`config.mk`:
```
export PLATFORM = sky130hd
export DESIGN_NAME = dfx_axil_ctrl_regs_flat
export DESIGN_NICKNAME = d
export VERILOG_FILES = /design/src/rtl/dfx_axil_pkg.sv /design/src/rtl/dfx_axil_ctrl_regs_if.sv /design/src/rtl/dfx_ctrl_channel.sv /design/src/rtl/dfx_axil_ctrl_regs.sv /design/src/flat_wrapper.sv
export SDC_FILE = /design/constraint.sdc
export NUM_CORES = 1
export LEC_CHECK = 0
export BUFFER_PORTS_ARGS = -buffer_cell sky130_fd_sc_hd__buf_4
export CORE_MARGIN = 3
export CORE_UTILIZATION = 37
export DETAILED_ROUTE_END_ITERATION = 7
export HOLD_SLACK_MARGIN = 0.06
export PLACE_DENSITY = 0.65
export SLEW_MARGIN = 20
export SYNTH_ARGS = -nofsm -noshare
export SYNTH_HDL_FRONTEND = slang
export SYNTH_SLANG_ARGS = --single-unit
```
`constraint.sdc`:
```
create_clock -name AxiBusClock -period 2.5 [get_ports AxiBusClock]
set_clock_uncertainty 0.1 [all_clocks]
set_input_delay 0.125 -clock AxiBusClock [delete_from_list [all_inputs] [get_ports AxiBusClock]]
set_output_delay 0.125 -clock AxiBusClock [all_outputs]
set_load 0.05 [all_outputs]
```
`src/rtl/dfx_axil_pkg.sv`:
```
// Shared constants and helpers for the DFX AXI4-Lite control/status register block.
package dfx_axil_pkg;

  localparam int unsigned MAX_CH = 16;

  // Register byte offsets within one 16-byte channel window.
  localparam logic [3:0] CTRL     = 4'h0;
  localparam logic [3:0] STATUS   = 4'h4;
  localparam logic [3:0] DOORBELL = 4'h8;
  localparam logic [3:0] SCRATCH  = 4'hC;

  // AXI response codes.
  localparam logic [1:0] OKAY   = 2'b00;
  localparam logic [1:0] SLVERR = 2'b10;

  // Word index within a channel window (addr[3:2]).
  typedef enum logic [1:0] {
    WordCtrl     = 2'd0,
    WordStatus   = 2'd1,
    WordDoorbell = 2'd2,
    WordScratch  = 2'd3
  } reg_word_e;

  // Merge new data into an old word, one byte lane per strobe bit.
  function automatic logic [31:0] apply_strb(logic [31:0] old, logic [31:0] data,
                                             logic [3:0] strb);
    logic [31:0] res;
    res = old;
    for (int i = 0; i < 4; i++) begin
      if (strb[i]) res[i*8 +: 8] = data[i*8 +: 8];
    end
    return res;
  endfunction

endpackage

```
`src/rtl/dfx_axil_ctrl_regs_if.sv`:
```
// AXI4-Lite bus between the PCIe interconnect (master) and the DFX register block (slave).
interface dfx_axil_ctrl_regs_if #(
  parameter int unsigned ADDR_W = 12
);
  logic [ADDR_W-1:0] awaddr;
  logic [2:0]        awprot;
  logic              awvalid;
  logic              awready;
  logic [31:0]       wdata;
  logic [3:0]        wstrb;
  logic              wvalid;
  logic              wready;
  logic [1:0]        bresp;
  logic              bvalid;
  logic              bready;
  logic [ADDR_W-1:0] araddr;
  logic [2:0]        arprot;
  logic              arvalid;
  logic              arready;
  logic [31:0]       rdata;
  logic [1:0]        rresp;
  logic              rvalid;
  logic              rready;

  modport master (
    output awaddr, awprot, awvalid, input awready,
    output wdata, wstrb, wvalid, input wready,
    input bresp, bvalid, output bready,
    output araddr, arprot, arvalid, input arready,
    input rdata, rresp, rvalid, output rready
  );

  modport slave (
    input awaddr, awprot, awvalid, output awready,
    input wdata, wstrb, wvalid, output wready,
    output bresp, bvalid, input bready,
    input araddr, arprot, arvalid, output arready,
    output rdata, rresp, rvalid, input rready
  );
endinterface

```
`src/rtl/dfx_ctrl_channel.sv`:
```
// One register channel: CTRL, SCRATCH, sampled STATUS and a doorbell pending flag.
module dfx_ctrl_channel
  import dfx_axil_pkg::*;
#(
  parameter logic [31:0] CTRL_RST = 32'h0
) (
  input  logic        clk,
  input  logic        rst_n,
  input  logic        wr_en,
  input  reg_word_e   wr_word,
  input  logic [31:0] wr_data,
  input  logic [3:0]  wr_strb,
  input  logic        ack,
  input  logic [31:0] status,
  input  reg_word_e   rd_word,
  output logic [31:0] ctrl,
  output logic        pending,
  output logic [31:0] rd_data
);

  logic [31:0] ctrl_q;
  logic [31:0] scratch_q;
  logic [31:0] status_q;
  logic        pending_q;
  logic        db_set;

  // Only a doorbell write with bit 0 set (and its byte lane enabled) rings the bell.
  assign db_set = wr_en && (wr_word == WordDoorbell) && wr_strb[0] && wr_data[0];

  // Register state; a doorbell set beats a same-cycle acknowledge.
  always_ff @(posedge clk) begin
    if (!rst_n) begin
      ctrl_q    <= CTRL_RST;
      scratch_q <= '0;
      status_q  <= '0;
      pending_q <= 1'b0;
    end else begin
      status_q <= status;
      if (wr_en && (wr_word == WordCtrl)) ctrl_q <= apply_strb(ctrl_q, wr_data, wr_strb);
      if (wr_en && (wr_word == WordScratch)) scratch_q <= apply_strb(scratch_q, wr_data, wr_strb);
      if (db_set) begin
        pending_q <= 1'b1;
      end else if (ack) begin
        pending_q <= 1'b0;
      end
    end
  end

  // Read mux for this channel's window.
  always_comb begin
    rd_data = '0;
    unique case (rd_word)
      WordCtrl:     rd_data = ctrl_q;
      WordStatus:   rd_data = status_q;
      WordDoorbell: rd_data = {31'b0, pending_q};
      WordScratch:  rd_data = scratch_q;
    endcase
  end

  assign ctrl    = ctrl_q;
  assign pending = pending_q;

endmodule

```
`src/rtl/dfx_axil_ctrl_regs.sv`:
```
// AXI4-Lite control/status register block serving NUM_CH MCU channels in the DFX region.
module dfx_axil_ctrl_regs
  import dfx_axil_pkg::*;
#(
  parameter int unsigned NUM_CH   = 2,
  parameter int unsigned ADDR_W   = 12,
  parameter logic [31:0] CTRL_RST = 32'h0
) (
  input  logic                     AxiBusClock,
  input  logic                     xAxiBusReset_n,
  dfx_axil_ctrl_regs_if.slave      xPcieToDfx_AXI,
  output logic [NUM_CH*32-1:0]     sMcuInputControl,
  input  logic [NUM_CH*32-1:0]     sMcuOutputControl,
  output logic [NUM_CH-1:0]        mDoorbell,
  input  logic [NUM_CH-1:0]        sDoorbellAck,
  output logic                     mDoorbellIrq
);

  // Write path state.
  logic              aw_held_q, aw_held_d;
  logic              w_held_q, w_held_d;
  logic [ADDR_W-1:0] aw_addr_q;
  logic [31:0]       w_data_q;
  logic [3:0]        w_strb_q;
  logic              awready_q, wready_q;
  logic              bvalid_q, bvalid_d;
  logic [1:0]        bresp_q;

  // Read path state.
  logic              arready_q;
  logic              rvalid_q, rvalid_d;
  logic [1:0]        rresp_q;
  logic [31:0]       rdata_q;

  logic              irq_q;

  logic              aw_hs, w_hs, b_hs, ar_hs, r_hs;
  logic              commit;
  logic [ADDR_W-1:0] wr_addr;
  logic [31:0]       wr_data;
  logic [3:0]        wr_strb;
  logic [31:0]       wr_ch, rd_ch;
  logic              wr_mapped, rd_mapped;
  logic [31:0]       rd_data_mux;
  logic [NUM_CH-1:0] wr_en;
  logic [31:0]       ch_rd_data [NUM_CH];
  logic              unused_prot;

  assign unused_prot = ^{xPcieToDfx_AXI.awprot, xPcieToDfx_AXI.arprot};

  assign aw_hs = xPcieToDfx_AXI.awvalid && awready_q;
  assign w_hs  = xPcieToDfx_AXI.wvalid && wready_q;
  assign b_hs  = bvalid_q && xPcieToDfx_AXI.bready;
  assign ar_hs = xPcieToDfx_AXI.arvalid && arready_q;
  assign r_hs  = rvalid_q && xPcieToDfx_AXI.rready;

  // A beat arriving this cycle is used directly, so a same-cycle AW+W commits immediately.
  assign wr_addr = aw_hs ? xPcieToDfx_AXI.awaddr : aw_addr_q;
  assign wr_data = w_hs ? xPcieToDfx_AXI.wdata : w_data_q;
  assign wr_strb = w_hs ? xPcieToDfx_AXI.wstrb : w_strb_q;

  assign wr_ch     = 32'(wr_addr[ADDR_W-1:4]);
  assign rd_ch     = 32'(xPcieToDfx_AXI.araddr[ADDR_W-1:4]);
  assign wr_mapped = (wr_addr[1:0] == 2'b00) && (wr_ch < NUM_CH);
  assign rd_mapped = (xPcieToDfx_AXI.araddr[1:0] == 2'b00) && (rd_ch < NUM_CH);

  // Next-state for holds and response valids.
  always_comb begin
    commit    = (aw_held_q || aw_hs) && (w_held_q || w_hs);
    aw_held_d = aw_held_q;
    w_held_d  = w_held_q;
    bvalid_d  = bvalid_q;
    rvalid_d  = rvalid_q;
    if (aw_hs) aw_held_d = 1'b1;
    if (w_hs) w_held_d = 1'b1;
    if (commit) begin
      aw_held_d = 1'b0;
      w_held_d  = 1'b0;
    end
    if (b_hs) bvalid_d = 1'b0;
    if (commit) bvalid_d = 1'b1;
    if (r_hs) rvalid_d = 1'b0;
    if (ar_hs) rvalid_d = 1'b1;
  end

  // Select the addressed channel's read data; unmapped reads return zero.
  always_comb begin
    rd_data_mux = '0;
    for (int unsigned c = 0; c < NUM_CH; c++) begin
      if (rd_ch == c) rd_data_mux = ch_rd_data[c];
    end
    if (!rd_mapped) rd_data_mux = '0;
  end

  // AXI handshake registers; readies are registered so they stay low through reset.
  always_ff @(posedge AxiBusClock) begin
    if (!xAxiBusReset_n) begin
      aw_held_q <= 1'b0;
      w_held_q  <= 1'b0;
      aw_addr_q <= '0;
      w_data_q  <= '0;
      w_strb_q  <= '0;
      awready_q <= 1'b0;
      wready_q  <= 1'b0;
      bvalid_q  <= 1'b0;
      bresp_q   <= OKAY;
      arready_q <= 1'b0;
      rvalid_q  <= 1'b0;
      rresp_q   <= OKAY;
      rdata_q   <= '0;
      irq_q     <= 1'b0;
    end else begin
      aw_held_q <= aw_held_d;
      w_held_q  <= w_held_d;
      bvalid_q  <= bvalid_d;
      rvalid_q  <= rvalid_d;
      awready_q <= !aw_held_d && !bvalid_d;
      wready_q  <= !w_held_d && !bvalid_d;
      arready_q <= !rvalid_d;
      if (aw_hs) aw_addr_q <= xPcieToDfx_AXI.awaddr;
      if (w_hs) begin
        w_data_q <= xPcieToDfx_AXI.wdata;
        w_strb_q <= xPcieToDfx_AXI.wstrb;
      end
      if (commit) bresp_q <= wr_mapped ? OKAY : SLVERR;
      if (ar_hs) begin
        rdata_q <= rd_data_mux;
        rresp_q <= rd_mapped ? OKAY : SLVERR;
      end
      irq_q <= |mDoorbell;
    end
  end

  for (genvar c = 0; c < NUM_CH; c++) begin : g_ch
    assign wr_en[c] = commit && wr_mapped && (wr_ch == 32'(c));

    dfx_ctrl_channel #(
      .CTRL_RST(CTRL_RST)
    ) u_ch (
      .clk     (AxiBusClock),
      .rst_n   (xAxiBusReset_n),
      .wr_en   (wr_en[c]),
      .wr_word (reg_word_e'(wr_addr[3:2])),
      .wr_data (wr_data),
      .wr_strb (wr_strb),
      .ack     (sDoorbellAck[c]),
      .status  (sMcuOutputControl[c*32 +: 32]),
      .rd_word (reg_word_e'(xPcieToDfx_AXI.araddr[3:2])),
      .ctrl    (sMcuInputControl[c*32 +: 32]),
      .pending (mDoorbell[c]),
      .rd_data (ch_rd_data[c])
    );
  end

  assign xPcieToDfx_AXI.awready = awready_q;
  assign xPcieToDfx_AXI.wready  = wready_q;
  assign xPcieToDfx_AXI.bvalid  = bvalid_q;
  assign xPcieToDfx_AXI.bresp   = bresp_q;
  assign xPcieToDfx_AXI.arready = arready_q;
  assign xPcieToDfx_AXI.rvalid  = rvalid_q;
  assign xPcieToDfx_AXI.rresp   = rresp_q;
  assign xPcieToDfx_AXI.rdata   = rdata_q;
  assign mDoorbellIrq           = irq_q;

endmodule

```
`src/flat_wrapper.sv`:
```
// flat-port wrapper written by rule: the top's interface ports become plain ports
module dfx_axil_ctrl_regs_flat import dfx_axil_pkg::*;
#(
  parameter int unsigned NUM_CH   = 2,
  parameter int unsigned ADDR_W   = 12,
  parameter logic [31:0] CTRL_RST = 32'h0
)
  (AxiBusClock, xAxiBusReset_n, sMcuInputControl, sMcuOutputControl, mDoorbell, sDoorbellAck, mDoorbellIrq, xPcieToDfx_AXI_awaddr, xPcieToDfx_AXI_awprot, xPcieToDfx_AXI_awvalid, xPcieToDfx_AXI_awready, xPcieToDfx_AXI_wdata, xPcieToDfx_AXI_wstrb, xPcieToDfx_AXI_wvalid, xPcieToDfx_AXI_wready, xPcieToDfx_AXI_bresp, xPcieToDfx_AXI_bvalid, xPcieToDfx_AXI_bready, xPcieToDfx_AXI_araddr, xPcieToDfx_AXI_arprot, xPcieToDfx_AXI_arvalid, xPcieToDfx_AXI_arready, xPcieToDfx_AXI_rdata, xPcieToDfx_AXI_rresp, xPcieToDfx_AXI_rvalid, xPcieToDfx_AXI_rready);
  dfx_axil_ctrl_regs_if #(.ADDR_W(ADDR_W)) xPcieToDfx_AXI_i ();
  input  logic AxiBusClock;
  input  logic xAxiBusReset_n;
  output logic [NUM_CH*32-1:0] sMcuInputControl;
  input  logic [NUM_CH*32-1:0] sMcuOutputControl;
  output logic [NUM_CH-1:0] mDoorbell;
  input  logic [NUM_CH-1:0] sDoorbellAck;
  output logic mDoorbellIrq;
  input wire logic [$bits(xPcieToDfx_AXI_i.awaddr)-1:0] xPcieToDfx_AXI_awaddr;
  input wire logic [$bits(xPcieToDfx_AXI_i.awprot)-1:0] xPcieToDfx_AXI_awprot;
  input wire logic [$bits(xPcieToDfx_AXI_i.awvalid)-1:0] xPcieToDfx_AXI_awvalid;
  output wire logic [$bits(xPcieToDfx_AXI_i.awready)-1:0] xPcieToDfx_AXI_awready;
  input wire logic [$bits(xPcieToDfx_AXI_i.wdata)-1:0] xPcieToDfx_AXI_wdata;
  input wire logic [$bits(xPcieToDfx_AXI_i.wstrb)-1:0] xPcieToDfx_AXI_wstrb;
  input wire logic [$bits(xPcieToDfx_AXI_i.wvalid)-1:0] xPcieToDfx_AXI_wvalid;
  output wire logic [$bits(xPcieToDfx_AXI_i.wready)-1:0] xPcieToDfx_AXI_wready;
  output wire logic [$bits(xPcieToDfx_AXI_i.bresp)-1:0] xPcieToDfx_AXI_bresp;
  output wire logic [$bits(xPcieToDfx_AXI_i.bvalid)-1:0] xPcieToDfx_AXI_bvalid;
  input wire logic [$bits(xPcieToDfx_AXI_i.bready)-1:0] xPcieToDfx_AXI_bready;
  input wire logic [$bits(xPcieToDfx_AXI_i.araddr)-1:0] xPcieToDfx_AXI_araddr;
  input wire logic [$bits(xPcieToDfx_AXI_i.arprot)-1:0] xPcieToDfx_AXI_arprot;
  input wire logic [$bits(xPcieToDfx_AXI_i.arvalid)-1:0] xPcieToDfx_AXI_arvalid;
  output wire logic [$bits(xPcieToDfx_AXI_i.arready)-1:0] xPcieToDfx_AXI_arready;
  output wire logic [$bits(xPcieToDfx_AXI_i.rdata)-1:0] xPcieToDfx_AXI_rdata;
  output wire logic [$bits(xPcieToDfx_AXI_i.rresp)-1:0] xPcieToDfx_AXI_rresp;
  output wire logic [$bits(xPcieToDfx_AXI_i.rvalid)-1:0] xPcieToDfx_AXI_rvalid;
  input wire logic [$bits(xPcieToDfx_AXI_i.rready)-1:0] xPcieToDfx_AXI_rready;
  assign xPcieToDfx_AXI_i.awaddr = xPcieToDfx_AXI_awaddr;
  assign xPcieToDfx_AXI_i.awprot = xPcieToDfx_AXI_awprot;
  assign xPcieToDfx_AXI_i.awvalid = xPcieToDfx_AXI_awvalid;
  assign xPcieToDfx_AXI_awready = xPcieToDfx_AXI_i.awready;
  assign xPcieToDfx_AXI_i.wdata = xPcieToDfx_AXI_wdata;
  assign xPcieToDfx_AXI_i.wstrb = xPcieToDfx_AXI_wstrb;
  assign xPcieToDfx_AXI_i.wvalid = xPcieToDfx_AXI_wvalid;
  assign xPcieToDfx_AXI_wready = xPcieToDfx_AXI_i.wready;
  assign xPcieToDfx_AXI_bresp = xPcieToDfx_AXI_i.bresp;
  assign xPcieToDfx_AXI_bvalid = xPcieToDfx_AXI_i.bvalid;
  assign xPcieToDfx_AXI_i.bready = xPcieToDfx_AXI_bready;
  assign xPcieToDfx_AXI_i.araddr = xPcieToDfx_AXI_araddr;
  assign xPcieToDfx_AXI_i.arprot = xPcieToDfx_AXI_arprot;
  assign xPcieToDfx_AXI_i.arvalid = xPcieToDfx_AXI_arvalid;
  assign xPcieToDfx_AXI_arready = xPcieToDfx_AXI_i.arready;
  assign xPcieToDfx_AXI_rdata = xPcieToDfx_AXI_i.rdata;
  assign xPcieToDfx_AXI_rresp = xPcieToDfx_AXI_i.rresp;
  assign xPcieToDfx_AXI_rvalid = xPcieToDfx_AXI_i.rvalid;
  assign xPcieToDfx_AXI_i.rready = xPcieToDfx_AXI_rready;
  dfx_axil_ctrl_regs #(.NUM_CH(NUM_CH), .ADDR_W(ADDR_W), .CTRL_RST(CTRL_RST)) u_core (.AxiBusClock(AxiBusClock), .xAxiBusReset_n(xAxiBusReset_n), .xPcieToDfx_AXI(xPcieToDfx_AXI_i), .sMcuInputControl(sMcuInputControl), .sMcuOutputControl(sMcuOutputControl), .mDoorbell(mDoorbell), .sDoorbellAck(sDoorbellAck), .mDoorbellIrq(mDoorbellIrq));
endmodule
```
==> results of run 1 <==
## layout make-up
cell class,count,area [um2],share of cell area (%)
Inverter,33,124,0.754
Sequential cell,284,5690,34.6
Tap cell,396,495,3.02
Multi-Input combinational cell,746,5460,33.3
Timing Repair Buffer,420,3640,22.2
Clock inverter,14,134,0.815
Clock buffer,43,881,5.36
## cells by family after synthesis
| family | Yosys count |
|---|---|
| AND/OR/NAND/NOR | 335 |
| flip-flops | 284 |
| multiplexers | 228 |
| AO/OA/AOI/OAI | 181 |
| buffers and inverters | 117 |
| other | 1 |
## metrics by stage
stage	setup slack [ps]	power, uW
3_3_place_gp	126	5640
3_5_place_dp	35.2	5660
5_1_grt	104	10600
4_1_cts	35.2	10300
6_report	251	10200
2_1_floorplan	31.1	5310
## cells in the final DEF (no fill, tap or decap), drive strengths merged, types with 5 or more instances in the layout
master,instances
mux2,96
buf,280
dfxtp,284
nor2,13
clkbuf,43
inv,34
clkinv,7
mux2i,132
and2,68
a221oi,32
a22oi,33
and3,8
nand2,215
nor3,5
nor4,5
dlygate4sd3,140
a211oi,10
o2111ai,8
a21oi,48
nand3,6
a211o,32
## worst paths after layout
kind                                          from                               end  slack [ps]  cells after the start
setup / recovery      u_core.xPcieToDfx_AXI.wready       u_core.g_ch[1].u_ch.pending         250                      6
hold / removal            xPcieToDfx_AXI_araddr[0]   u_core.xPcieToDfx_AXI.rdata[19]          90                      6
setup reg to reg      u_core.xPcieToDfx_AXI.wready       u_core.g_ch[1].u_ch.pending         250                      6
hold reg to reg   u_core.g_ch[1].u_ch.scratch_q[0]  u_core.g_ch[1].u_ch.scratch_q[0]         350                      2
## sequential cells by signal, indices dropped and copies added, names as in the netlist
| signal | cells |
|---|---|
| u_core.g_ch.u_ch.scratch_q | 64 |
| u_core.xPcieToDfx_AXI.wready | 1 |
| u_core.mDoorbellIrq | 1 |
| u_core.g_ch.u_ch.pending | 2 |
| u_core.w_data_q | 32 |
| u_core.xPcieToDfx_AXI.awready | 1 |
| u_core.w_strb_q | 4 |
| u_core.xPcieToDfx_AXI.rresp | 1 |
| u_core.g_ch.u_ch.status_q | 64 |
| u_core.xPcieToDfx_AXI.rdata | 32 |
| u_core.aw_held_q | 1 |
| u_core.xPcieToDfx_AXI.arready | 1 |
| u_core.w_held_q | 1 |
| u_core.g_ch.u_ch.ctrl | 64 |
| u_core.xPcieToDfx_AXI.bresp | 1 |
| u_core.xPcieToDfx_AXI.bvalid | 1 |
| u_core.xPcieToDfx_AXI.rvalid | 1 |
| u_core.aw_addr_q | 12 |
## layer usage
metal / global-route usage (%) / wire length, um
met5: 0 / 0
met4: 5.41 / 932
met3: 3.93 / 2230
met2: 34.9 / 16900
met1: 26.7 / 15700
## worst min-delay path, stage by stage
cell	delay, ps
buf_4	90
nor2_1	30
nand4_1	90
buf_4	190
a211o_1	110
a21oi_1	50
## power by group
group / internal [uW] / total, uW / switching (uW)
registers: 4630 / 4670 / 40.4
clock network: 2660 / 4490 / 1830
logic: 531 / 1070 / 537
## timing repair
item | CTS | global route
setup buffers | 0 | 0
resized for setup | 0 | 3
endpoints found under the hold margin | 254 | 0
hold buffers | 140 | 0
setup endpoints to repair | 0 | 33
==> metrics.csv, run 1 <==
metric;value;unit
H-tree levels;1;
Final Critical Period;2250;ps
Routed Wire Length;35800;um
# IOs;247;
Syn Std Cell Area;0.0117;mm2
Fin. Hold Viols;0;
Design Area, Final;0.0164;mm2
ys flop type;dfxtp_1;
critical path cell sequence;buf_4 -> nand2_2 -> buf_4 -> mux2_2 -> a32o_1 -> dlygate4sd3_1;
final net count;1655;
Core Rows;64;
Slew headroom;50.2;%
Worst EP required;2840;ps
CP Launch Type;register;
post-synthesis cell type count;51;
Peak VDD IR;0.000487;V
crit path max-delay cell type;dlygate4sd3_1;
Die W;184;um
Total GRT Usage;20.5;%
asr flop ratio synth;0;%
Filler Cell Count;2778;
Yosys Warn Count;0;
status;complete, no violations;
worst-path maximum fanout;9;
Die Footprint;0.0339;mm2
initial core utilization;38.0;%
clock latency on the worst-skew pair;550;ps
Worst setup EP type;register;
synth cell count leaders;dfxtp_1, nand2_1, mux2i_1, mux2_2, and2_1;
adder-cell share of the synthesized area;0;%
placed cell count;1739;
Synth Area in XOR/XNOR;0;%
most frequent CP cell;buf_4;
initial antenna violation count;0;
crit-path max cell delay;550;ps
Placed Area;0.0140;mm2
Root Buffer;clkbuf_16;
worst path buffer plus inverter count;3;
area share of and/or/nand/nor cells after synthesis;13.3;%
CP top delay family;buffers and inverters;
cell count after synthesis;1146;
area leader, netlist;dfxtp_1;
final core utilization;53.1;%
Max Fclk;0.445;GHz
CTS tree;done;
CTS buffer count;31;
HP Class;in2reg;
PortBufs;238;
fraction of final layout cells sized beyond drive strength 1;30.1;%
multiplexer share of the synthesized area;20.5;%
pwr/cell area;623;mW/mm2
Vias/cell;5.11;
largest cells by area after synthesis;dfxtp_1, mux2i_1, mux2_2;
TNS Setup;0;ps
setup violators final;0;
Pleak;0.00730;uW
Syn Area/Cell;10.2;um2
most common cell in the netlist;dfxtp_1;
HPWL Detailed;23600;um
critical path class;reg2reg;
share of the synthesized area in the top cell type;48.4;%
Slew Limit Fails;0;
Worst-Margin Slew;748;ps
first-pass GRT wire length;55100;um
synthesis-stage register bit count;284;
max cap viols;0;
die height;184;um
1st-iter DRT viols;435;
# DRC;0;
ant diodes;0;
TritonCTS Sinks;284;
register area share after synthesis;48.4;%
compound-cell area share of the yosys netlist;12.6;%
Area Growth Syn to Fin;39.9;%
gpl congestion;0.789;
WP data arrival;2590;ps
number of global-route vias before repair;9944;
Clock transition at path regs;60;ps
DR pass1 iterations;5;
period utilization;90.0;%
Placeable Area;0.0309;mm2
via count;9886;
main combinational cell family by area after synthesis;multiplexers;
clk buf depth;3;
grt total ovfl;0;
unrepaired setup endpoints after global routing;no;
hold slack;87.0;ps
Layout Cells excl Fill;1936;
number of flops mapped to enable cells by yosys;0;
largest net degree at the start of global routing;93;
post-route ant nets;0;
WL/cell;18.5;um
Note: power is estimated with default switching activity, not from simulation.
==> run 2, diff against run 1 <==
--- a/config.mk
+++ b/config.mk
@@ -6,7 +6,7 @@
 export NUM_CORES = 1
 export LEC_CHECK = 0
 export BUFFER_PORTS_ARGS = -buffer_cell sky130_fd_sc_hd__buf_4
-export CORE_MARGIN = 3
+export CORE_MARGIN = 1
 export CORE_UTILIZATION = 37
 export DETAILED_ROUTE_END_ITERATION = 7
 export HOLD_SLACK_MARGIN = 0.06
==> metrics.csv, run 2 (synthesis gave the netlist of run 1 again) <==
metric;value;unit;change
Worst setup EP type;register;;
Vias/cell;5.07;;-0.79%
Die W;180;um;-2.2%
met1 WL;16000;um;+1.9%
Layout Cells excl Fill;1928;;-0.41%
# DRC;0;;unchanged
worst-path maximum fanout;9;;unchanged
final core utilization;52.8;%;-0.40 points
Worst setup endpoint;u_core.g_ch[1].u_ch.pending;;
Slew headroom;46.8;%;-3.3 points
max cap viols;0;;unchanged
Setup WS pre-CTS;-10.2;ps;-45.4 ps
Reg-to-Reg End;u_core.g_ch[1].u_ch.pending;;
final net count;1647;;-0.48%
# IOs;247;;unchanged
DR pass1 iterations;4;;-1
Routed met3 length;1920;um;-14%
WP data arrival;2720;ps;+130 ps
initial core utilization;38.0;%;unchanged
1st-iter DRT viols;596;;+37%
HPWL Detailed;22800;um;-3.5%
number of global-route vias before repair;9876;;-0.68%
clock latency on the worst-skew pair;550;ps;about the same
Die Footprint;0.0325;mm2;-4.3%
post-route ant nets;0;;unchanged
via count;9767;;-1.2%
commonest non-fill, non-tap cell in the layout;dfxtp_1;;
Final Critical Period;2320;ps;+71.6 ps
Setup Fix Bufs, Post-CTS;0;;unchanged
first-pass GRT wire length;55600;um;+0.89%
CP Launch Type;register;;
critical path class;reg2reg;;
Area Growth Syn to Fin;38.8;%;
status;complete, no violations;;
Pleak;0.00726;uW;-0.51%
Core Rows;64;;unchanged
Clock transition at path regs;60;ps;about the same
cells on worst reg2reg path;6;;unchanged
Peak VDD IR;0.000487;V;about the same
Root Buffer;clkbuf_16;;
gpl congestion;0.806;;+2.2%
Filler Cell Count;2774;;-0.14%
Worst-Margin Slew;798;ps;+50.2 ps
Max Fclk;0.431;GHz;-3.1%
Placeable Area;0.0309;mm2;unchanged
unrepaired setup endpoints after global routing;no;;
period utilization;92.8;%;+2.9 points
H-tree levels;1;;unchanged
placed cell count;1734;;-0.29%
HP Class;in2reg;;
WL/cell;18.5;um;about the same
fraction of final layout cells sized beyond drive strength 1;29.8;%;-0.28 points
Slew Limit Fails;0;;unchanged
met2 routed WL;16800;um;-0.30%
Setup crit start;u_core.xPcieToDfx_AXI.wready;;
most frequent cells in the layout;dfxtp_1, buf_4, nand2_1;;
Worst EP required;2890;ps;+50 ps
CTS buffer count;30;;-3.2%
RR Startpoint;u_core.xPcieToDfx_AXI.wready;;
slack of the critical path;179;ps;-71.6 ps
CTS tree;done;;
R2R Setup Slk;180;ps;-70 ps
Fin. Hold Viols;0;;unchanged
die height;180;um;-2.2%
TritonCTS Sinks;284;;unchanged
highest routed layer;met4;;
grt total ovfl;0;;unchanged
initial antenna violation count;0;;unchanged
hold depth;4;;-2
clk buf depth;3;;unchanged
PortBufs;238;;unchanged
largest net degree at the start of global routing;84;;-9.7%
setup violators final;0;;unchanged
Total GRT Usage;21.5;%;+1.1 points
Routed Wire Length;35700;um;-0.39%
pwr/cell area;630;mW/mm2;+1.3%
[run 2: changes by cell type in the layout (fill, tap and decap cells not counted)]
| cell | previous run | this run |
|---|---|---|
| clkinv_4 | 0 | 2 |
| buf_12 | 11 | 5 |
| diode_2 | 0 | 1 |
| clkbuf_1 | 6 | 5 |
| dlygate4sd3_1 | 140 | 138 |
| buf_4 | 268 | 269 |
| a211oi_2 | 2 | 1 |
| clkinvlp_4 | 4 | 1 |
| bufinv_16 | 2 | 3 |
| inv_6 | 1 | 0 |
| a211oi_1 | 2 | 3 |
[run 2: final cells by class]
type	instances	area [um2]	area share (%)
diodes	1	2.50	0.0153
clock buffers	42	877	5.38
clock inverters	13	150	0.921
inverters	33	124	0.760
multi-input cells	746	5460	33.5
flip-flops and latches	284	5690	34.9
well taps	396	495	3.04
repair buffers	413	3510	21.5
[run 2: metal layers]
layer,vias to the layer above,GRT usage [%]
li1,4729,-
met4,0,6.15
met1,4699,27.9
met2,283,36.6
met3,56,3.66
met5,-,0
[run 2: worst min-delay path by stage]
stage | start | to | slack (ps)
6_report | xPcieToDfx_AXI_araddr[2] | u_core.xPcieToDfx_AXI.rdata[25] | 130
3_3_place_gp | sMcuOutputControl[35] | u_core.g_ch[1].u_ch.status_q[3] | 240
2_1_floorplan | sMcuOutputControl[0] | u_core.g_ch[0].u_ch.status_q[0] | 150
5_1_grt | xPcieToDfx_AXI_araddr[2] | u_core.xPcieToDfx_AXI.rdata[25] | 140
4_1_cts | xPcieToDfx_AXI_araddr[2] | u_core.xPcieToDfx_AXI.rdata[25] | 100
3_5_place_dp | sMcuOutputControl[32] | u_core.g_ch[1].u_ch.status_q[0] | 240
[run 2: worst max-delay path, stage by stage, from the launching register on]
cell,delay (ps)
dfxtp_1,520
and3_2,240
o21ai_0,80
buf_4,200
a221oi_1,370
a32o_1,220
dlygate4sd3_1,540
[run 2: where the power goes]
group	leakage [uW]	internal, uW	switching (uW)
Clock	0.000509	2750	1810
Combinational	0.00444	517	527
Sequential	0.00231	4630	45.8
Total	0.00726	7900	2380
[run 2: timing repair]
item                       4_1_cts  5_1_grt
setup endpoints to repair       14       22
pin swaps                        0        0
hold buffers                   138        0
hold endpoints to repair       245        0
gates cloned                     0        0
resized for setup                1        1
[run 2: through the flow]
stage | hold slack (ps) | TNS (ps) | power, uW | area, um2
after floorplan | 152 | 0 | 5310 | 11800
after global placement | 236 | 0 | 5630 | 13900
after detailed placement | 236 | -21.7 | 5640 | 13900
after CTS | 102 | 0 | 10400 | 16300
after global routing | 144 | 0 | 10700 | 16300
final | 130 | 0 | 10300 | 16300
==> run 3, diff against run 2 <==
==> constraint.sdc (replaced) <==
create_clock -name AxiBusClock -period 2.5 [get_ports AxiBusClock]
set_clock_uncertainty 0.1 [all_clocks]
set_input_delay 0.25 -clock AxiBusClock [delete_from_list [all_inputs] [get_ports AxiBusClock]]
set_output_delay 0.25 -clock AxiBusClock [all_outputs]
set_load 0.05 [all_outputs]
==> metrics.csv, run 3 (synthesis gave the netlist of run 1 again) <==
metric;value;unit;change
status;complete, no violations;;
R2R Setup Slk;170;ps;about the same
Reg-to-Reg End;u_core.g_ch[1].u_ch.pending;;
pwr/cell area;623;mW/mm2;-1.2%
cells on worst reg2reg path;6;;unchanged
hold depth;3;;-1
RR Startpoint;u_core.xPcieToDfx_AXI.awready;;
Root Buffer;clkbuf_16;;
Max Fclk;0.419;GHz;-2.7%
clk buf depth;3;;unchanged
slack of the critical path;114;ps;-64.9 ps
H-tree levels;1;;unchanged
TNS Setup;0;ps;unchanged
setup violators final;0;;unchanged
WL/cell;18.2;um;-1.6%
Pleak;0.00715;uW;-1.6%
period utilization;95.4;%;+2.6 points
post-route ant nets;0;;unchanged
Die W;180;um;unchanged
Placeable Area;0.0309;mm2;unchanged
most frequent cells in the layout;dfxtp_1, buf_4, nand2_1;;
gpl congestion;0.815;;+1.1%
clock latency on the worst-skew pair;550;ps;about the same
CP top delay family;buffers and inverters;;
Worst-Margin Slew;945;ps;+148 ps
ant diodes;0;;-1
Core Rows;64;;unchanged
CTS tree;done;;
1st-iter DRT viols;573;;-3.9%
Hold Path Origin;xPcieToDfx_AXI_awvalid;;
Die Footprint;0.0325;mm2;unchanged
# IOs;247;;unchanged
Total GRT Usage;20.9;%;-0.65 points
CTS buffer count;30;;unchanged
largest net degree at the start of global routing;171;;+100%
Routed Wire Length;34800;um;-2.4%
unrepaired setup endpoints after global routing;no;;
number of global-route vias before repair;9622;;-2.6%
initial antenna violation count;0;;unchanged
Pwr Total;10000;uW;-2.7%
WP data arrival;2780;ps;+60 ps
most frequent CP cell;dlygate4sd3_1;;
initial core utilization;38.0;%;unchanged
max cap viols;0;;unchanged
worst path buffer plus inverter count;3;;+1
Vias/cell;5.08;;+0.35%
Clock transition at path regs;60;ps;about the same
Setup WS pre-CTS;222;ps;+232 ps
Fin. Hold Viols;0;;unchanged
# DRC;0;;unchanged
crit-path max cell delay;540;ps;about the same
critical path class;in2reg;;
PortBufs;238;;unchanged
fraction of final layout cells sized beyond drive strength 1;29.9;%;+0.051 points
Peak VDD IR;0.000461;V;-5.4%
first-pass GRT wire length;54200;um;-2.4%
CP Launch Type;input pin;;
worst min-delay path endpoint;u_core.aw_held_q;;
commonest non-fill, non-tap cell in the layout;dfxtp_1;;
Area Growth Syn to Fin;36.7;%;
Worst EP required;2900;ps;about the same
count of cells resized by post-cts repair;0;;-1
critical path cell sequence;dlygate4sd3_1 -> buf_4 -> nor4_2 -> nand3_1 -> a221oi_1 -> a32o_1 -> dlygate4sd3_1;;
Final Critical Period;2390;ps;+64.9 ps
Placed Area;0.0139;mm2;about the same
Slew headroom;36.9;%;-9.9 points
HP Class;in2reg;;
grt total ovfl;0;;unchanged
TritonCTS Sinks;284;;unchanged
HPWL Detailed;22100;um;-3.2%
DR pass1 iterations;5;;+1
worst-path maximum fanout;3;;-6
via count;9715;;-0.53%
Slew Limit Fails;0;;unchanged
final net count;1634;;-0.79%
crit path max-delay cell type;dlygate4sd3_1;;
Worst setup EP type;register;;
Design Area, Final;0.0161;mm2;-1.5%
die height;180;um;unchanged
[run 3: routing by layer]
layer	GRT usage, %	up-vias	part of all wire [%]
met5	0	-	0
met4	4.48	0	1.8
met3	3.98	43	6.0
met2	35.5	286	47
met1	27.4	4695	45
li1	-	4691	-
[run 3: through the flow]
| step | hold WS, ps | instances | util [%] |
|---|---|---|---|
| finish | 115 | 1911 | 52.0 |
| global placement | 341 | 1737 | 44.9 |
| global route | 132 | 1911 | 52.0 |
| detailed placement | 336 | 1737 | 44.9 |
| floorplan | 277 | 1147 | - |
| CTS | 84.3 | 1911 | 52.0 |
[run 3: cell type report]
| cell class | count | area, um2 |
|---|---|---|
| inverter | 33 | 124 |
| multi-input combinational | 746 | 5450 |
| sequential | 284 | 5690 |
| tap | 396 | 495 |
| clock buffer | 47 | 926 |
| fill | 2755 | 14900 |
| timing repair buffer | 400 | 3350 |
| clock inverter | 5 | 25.0 |
[run 3: what timing repair did]
item,CTS,global route
buffers inserted,0,0
hold endpoints to repair,119,0
hold buffers,122,0
[run 3: how the worst max path moves through the flow]
stage / cells after the start / from / slack [ps] / to
after floorplan: 6 / u_core.xPcieToDfx_AXI.awready / 30 / u_core.g_ch[0].u_ch.ctrl[0]
after global placement: 6 / xPcieToDfx_AXI_awvalid / 250 / u_core.g_ch[0].u_ch.ctrl[12]
after detailed placement: 6 / xPcieToDfx_AXI_awvalid / 220 / u_core.g_ch[0].u_ch.ctrl[12]
after CTS: 7 / xPcieToDfx_AXI_awaddr[5] / 140 / u_core.g_ch[0].u_ch.pending
after global routing: 7 / xPcieToDfx_AXI_awaddr[5] / 10 / u_core.g_ch[0].u_ch.pending
final: 7 / xPcieToDfx_AXI_awaddr[5] / 110 / u_core.g_ch[1].u_ch.pending
[run 3: report_power, final]
group / internal [uW] / total, uW / switching [uW] / leakage (uW)
clock: 2510 / 4310 / 1800 / 0.000475
combinational: 497 / 1020 / 522 / 0.00436
sequential: 4630 / 4670 / 40.4 / 0.00231
total: 7640 / 10000 / 2360 / 0.00715
[run 3: worst reg2reg max path: stages, from the launching register on]
cell           delay [ps]
dfxtp_1               400
buf_4                 180
and4bb_2              270
nand3_1               120
a221oi_1              450
a32o_1                220
dlygate4sd3_1         540
